==> src/rtl/perceptron_pkg.sv <==
// perceptron_pkg: shared types, widths and index helpers for the accumulator dump sequencer.
// The CSUM state only exists when ACC_DUMP_CSUM_EN is defined.
package perceptron_pkg;
  localparam int SEL_W  = 4;
  localparam int BYTE_W = 8;
  localparam int TO_W   = 10;
  typedef enum logic [2:0] {
    IDLE,
    SETTLE,
    SEND,
    WAIT_HI,
    WAIT_LO,
`ifdef ACC_DUMP_CSUM_EN
    CSUM,
`endif
    FIN
  } state_e;
  function automatic logic [SEL_W-1:0] first_idx(input bit msb_first, input int nbytes);
    return msb_first ? SEL_W'(nbytes - 1) : '0;
  endfunction
  function automatic logic [SEL_W-1:0] last_idx(input bit msb_first, input int nbytes);
    return msb_first ? '0 : SEL_W'(nbytes - 1);
  endfunction
endpackage

==> src/rtl/acc_dump_timeout.sv <==
// dump_timeout: counts cycles waiting for busy_tx to rise; expired once the count reaches BUSY_TO.
module dump_timeout
  import perceptron_pkg::*;
#(
  parameter int BUSY_TO = 1023
) (
  input  logic clk,
  input  logic nRst,
  input  logic clr,
  input  logic en,
  output logic expired
);
  logic [TO_W-1:0] cnt_q, cnt_d;
  assign expired = cnt_q == TO_W'(BUSY_TO);
  always_comb cnt_d = clr ? '0 : (en && !expired) ? cnt_q + 1'b1 : cnt_q;
  always_ff @(posedge clk) begin
    if (!nRst) cnt_q <= '0;
    else cnt_q <= cnt_d;
  end
endmodule

==> src/rtl/acc_dump.sv <==
// acc_dump: steps the accumulator byte mux through NBYTES bytes and paces them into the UART.
// Define ACC_DUMP_CSUM_EN to append a mod-256 checksum frame after the data bytes.
module acc_dump
  import perceptron_pkg::*;
#(
  parameter int NBYTES    = 16,
  parameter bit MSB_FIRST = 1'b0,
  parameter int BUSY_TO   = 1023
) (
  input  logic              clk,
  input  logic              nRst,
  input  logic              start,
  input  logic [BYTE_W-1:0] mux_data,
  input  logic              busy_tx,
  output logic [SEL_W-1:0]  sel,
  output logic              transmit,
  output logic [BYTE_W-1:0] data_tx,
  output logic              active,
  output logic              done,
  output logic              err
);
  localparam logic [SEL_W-1:0] FIRST = first_idx(MSB_FIRST, NBYTES);
  localparam logic [SEL_W-1:0] LAST  = last_idx(MSB_FIRST, NBYTES);
  state_e            state_q, state_d;
  logic [SEL_W-1:0]  sel_q, sel_d;
  logic [BYTE_W-1:0] data_tx_q, data_tx_d;
  logic              transmit_q, transmit_d;
  logic              active_q, active_d;
  logic              done_q, done_d;
  logic              err_q, err_d;
  logic              expired;
`ifdef ACC_DUMP_CSUM_EN
  logic [BYTE_W-1:0] sum_q, sum_d;
  logic              csum_sent_q, csum_sent_d;
`endif
  dump_timeout #(.BUSY_TO(BUSY_TO)) u_timeout (
    .clk     (clk),
    .nRst    (nRst),
    .clr     (state_q == SEND),
    .en      (state_q == WAIT_HI),
    .expired (expired)
  );
  always_comb begin
    state_d   = state_q;
    sel_d     = sel_q;
    data_tx_d = data_tx_q;
    active_d  = active_q;
    err_d     = err_q;
    done_d    = 1'b0;
`ifdef ACC_DUMP_CSUM_EN
    sum_d       = sum_q;
    csum_sent_d = csum_sent_q;
`endif
    case (state_q)
      IDLE: if (start) begin
        state_d  = SETTLE;
        active_d = 1'b1;
        err_d    = 1'b0;
        sel_d    = FIRST;
`ifdef ACC_DUMP_CSUM_EN
        sum_d       = '0;
        csum_sent_d = 1'b0;
`endif
      end
      SETTLE: if (!busy_tx) begin
        data_tx_d = mux_data;
        state_d   = SEND;
`ifdef ACC_DUMP_CSUM_EN
        sum_d = sum_q + mux_data;
`endif
      end
      SEND: state_d = WAIT_HI;
      WAIT_HI: begin
        if (busy_tx) state_d = WAIT_LO;
        else if (expired) begin
          err_d   = 1'b1;
          state_d = FIN;
        end
      end
      WAIT_LO: if (!busy_tx) begin
        if (sel_q == LAST) begin
`ifdef ACC_DUMP_CSUM_EN
          state_d = csum_sent_q ? FIN : CSUM;
`else
          state_d = FIN;
`endif
        end else begin
          sel_d   = MSB_FIRST ? sel_q - 1'b1 : sel_q + 1'b1;
          state_d = SETTLE;
        end
      end
`ifdef ACC_DUMP_CSUM_EN
      CSUM: begin
        data_tx_d   = sum_q;
        csum_sent_d = 1'b1;
        state_d     = SEND;
      end
`endif
      FIN: begin
        active_d = 1'b0;
        done_d   = !err_q;
        state_d  = IDLE;
      end
      default: state_d = IDLE;
    endcase
    transmit_d = state_d == SEND;
  end
  always_ff @(posedge clk) begin
    if (!nRst) begin
      state_q    <= IDLE;
      sel_q      <= FIRST;
      data_tx_q  <= '0;
      transmit_q <= 1'b0;
      active_q   <= 1'b0;
      done_q     <= 1'b0;
      err_q      <= 1'b0;
`ifdef ACC_DUMP_CSUM_EN
      sum_q       <= '0;
      csum_sent_q <= 1'b0;
`endif
    end else begin
      state_q    <= state_d;
      sel_q      <= sel_d;
      data_tx_q  <= data_tx_d;
      transmit_q <= transmit_d;
      active_q   <= active_d;
      done_q     <= done_d;
      err_q      <= err_d;
`ifdef ACC_DUMP_CSUM_EN
      sum_q       <= sum_d;
      csum_sent_q <= csum_sent_d;
`endif
    end
  end
  assign sel      = sel_q;
  assign transmit = transmit_q;
  assign data_tx  = data_tx_q;
  assign active   = active_q;
  assign done     = done_q;
  assign err      = err_q;
endmodule

==> config.mk <==
export PLATFORM = sky130hd
export DESIGN_NAME = acc_dump
export DESIGN_NICKNAME = d
export VERILOG_FILES = /design/src/rtl/perceptron_pkg.sv /design/src/rtl/acc_dump_timeout.sv /design/src/rtl/acc_dump.sv
export SDC_FILE = /design/constraint.sdc
export NUM_CORES = 1
export LEC_CHECK = 0
export CAP_MARGIN = 30
export CORE_MARGIN = 2
export CORE_UTILIZATION = 35
export CTS_CLUSTER_SIZE = 10
export DETAILED_ROUTE_END_ITERATION = 10
export PLACE_DENSITY = 0.7
export SKIP_CTS_REPAIR_TIMING = 1
export SYNTH_ARGS = -nofsm -noshare
export SYNTH_HDL_FRONTEND = slang
export SYNTH_SLANG_ARGS = --single-unit
==> constraint.sdc <==
create_clock -name clk -period 1.6 [get_ports clk]
set_input_delay 0.48 -clock clk [delete_from_list [all_inputs] [get_ports clk]]
set_output_delay 0.48 -clock clk [all_outputs]
set_load 0.1 [all_outputs]
==> out/results.ini <==
[status]
status = finished clean

[clock_network]
h-tree-depth = 2
root_buffer = clkbuf_8
cts_buffers = 5
insertion_delay_ps = 270
clk_pin_slew_ps = 60
cts_sinks = 29
cts_tree = done
clk_path_buf_depth = 2

[yosys]
syn_avg_cell_area_um2 = 8.44
synth_fp_nets = 173
yosysTopAreaCellShare_pct = 43.2
synth_cell_types = 38
synth_cells = 159
yosys.area.top_type = dfxtp_1
netlist_area_um2 = 1340
ys_ff_latch = 29
ys_warn_count = 0
async_flop_share_pct = 0
yosysSeqAreaShare_pct = 43.2
synthFlopType = dfxtp_1
synthTopCellsByArea = dfxtp_1, nand2_1, a21oi_1
synth_edf_count = 0

[die]
rows = 22
fp.dieH_um = 65.9
die_area_um2 = 4350
io_pins = 28
coreArea_um2 = 3660
fp.dieW_um = 65.9
start_util_pct = 36.7

[cells_and_area]
fin_cells = 261
drive_gt1_share_pct = 30.0
n_fill_cell = 317
syn2layout_area_growth_pct = 60.1
seq_area_um2 = 592
multi_input_area_um2 = 778
nNetsFinal = 226
diodes = 0

[sta]
period_share_pct = 94.2
drv_slew = 0
slew_headroom_pct = 72.7
finalHoldViolations = 0
fin_ws_ps = 93.2
tightest_slew_ps = 409
fin_crit_ps = 1510
fmax_mhz = 664
finalClockSkew_ps = 6.99
final-setup-viol-count = 0
rsz0062_at_grt = no

[setup_path]
worstRegToRegCells = 5
crit_type = reg -> reg
rrSetupSlack_ps = 90
cp.arrival_ps = 1710
cp.required_ps = 1810
r2r-start = u_timeout.cnt_q[0]
start_kind = flip-flop
crit_path_end_kind = flip-flop
cp_max_fo = 7
r2r-end = u_timeout.cnt_q[6]

[pwr]
p_leak_nw = 0.837
p_comb_share_pct = 21.5
clkPwrFrac_pct = 34.4
fin_total_pwr_mw = 1.76
ir_drop_uv = 417
p_switching_mw = 0.501
seqPwrFrac_pct = 44.1
cell_internal_pwr_mw = 1.26
p_per_area_nw_per_um2 = 820
switching_share_pct = 28.4

[grt]
gr-usage-all-layers_pct = 15.7
antenna_found_initial = 0
grt_pass1_vias = 1201
grt_first_pass_wirelength_um = 5220
gr-total-overflow = 0
grt_max_degree = 11

[hold_path]
hold_end = data_tx[4]
whs_path_depth = 2
holdCritPathClass = reg -> reg
min_from = data_tx[4]

[routing]
vias_per_cell = 5.00
wl_per_cell_um = 11.9
drt-pass1-iter-count = 4
drt_first_iter_violations = 91
drc = 0
drt-total-wl_um = 3120
vias = 1305
ant_nets = 0

[placed_design]
place_ws_ps = -396
hpwl_um = 2350
io_buffers = 27
gp_congestion = 0.864
dp.cells = 253

[flow_run]
cap_viol_max_count = 0

cells by family (layout without fill, tap and decap cells):
logic type | count (synthesis) | in the layout | share of synthesized area [%]
compound gates | 34 | 34 | 15.6
fa+ha+maj | 2 | 2 | 1.86
flops | 29 | 29 | 43.2
buf+inv | 8 | 62 | 2.52
simple gates | 79 | 79 | 31.8
xor+xnor | 3 | 3 | 1.96
mux | 4 | 4 | 3.08
placed cells by master, fill, tap and decap left out, drive strengths merged, types with 4 or more instances in the layout:
master	instances
nor3b	4
clkbuf	8
nand4	4
or3	6
o21ai	4
clkdlybuf4s50	8
a21oi	16
buf	40
nand2	28
dfxtp	29
nand3	8
nor2	9
cells in the mapped netlist (all sizes together) (3+ instances only):
| cell type | count |
|---|---|
| dfxtp | 29 |
| nand2 | 28 |
| a21oi | 16 |
| nor2 | 9 |
| nand3 | 8 |
| or3 | 6 |
| nand4 | 4 |
| nor3b | 4 |
| o21ai | 4 |
| a211oi | 3 |
| and3 | 3 |
| buf | 3 |
| inv | 3 |
| mux2i | 3 |
| nand2b | 3 |
| nor3 | 3 |
| nor4b | 3 |
| xor2 | 3 |
routing by layer:
layer,vias up,track usage (%),part of all wire [%]
met5,-,0,0
met4,0,6.38,1.3
met3,5,6.30,5.0
met2,24,25.0,47
met1,591,18.8,46
li1,685,-,-
cell type report:
type | count | share of cell area (%)
inverters | 3 | 0.524
multi-input cells | 122 | 36.2
well taps | 48 | 2.79
repair buffers | 51 | 28.8
clock buffers | 8 | 4.19
flip-flops and latches | 29 | 27.5
worst max-delay path by stage:
| stage | startpoint | endpoint | slack [ps] |
|---|---|---|---|
| after floorplan | sel[2] | sel[3] | 50 |
| after global placement | start | sel[3] | -350 |
| after detailed placement | start | sel[3] | -400 |
| after CTS | start | sel[3] | -120 |
| after global routing | u_timeout.cnt_q[0] | u_timeout.cnt_q[6] | 10 |
| final | u_timeout.cnt_q[0] | u_timeout.cnt_q[6] | 90 |
power groups by stage:
stage                     clock, mW  sequential (mW)  combinational (mW)
after floorplan                   0            0.896              0.0963
after global placement            0            0.790               0.370
after detailed placement          0            0.790               0.370
after CTS                     0.621            0.775               0.372
after global routing          0.652            0.779               0.407
final                         0.606            0.777               0.380
registers in the layout, summed over array words and instances (netlist names):
register,count
state_q,3
transmit,1
active,1
data_tx,8
err,1
sel,4
u_timeout.cnt_q,10
done,1
critical path, stage by stage, from the launching register on:
cell     delay [ps]
dfxtp_1         340
ha_2            190
and4b_2         280
nand3_4         110
or4_1           410
a21oi_1         130
per-stage QoR:
stage	TNS [ps]	hold slack, ps	cell area [µm²]	util (%)
global route	0	515	2150	58.7
floorplan	0	455	1350	-
CTS	-456	494	2090	57.1
finish	0	489	2150	58.7
detailed placement	-4980	485	2000	54.6
global placement	-5040	478	2000	54.6
Note: power is estimated with default switching activity, not from simulation.
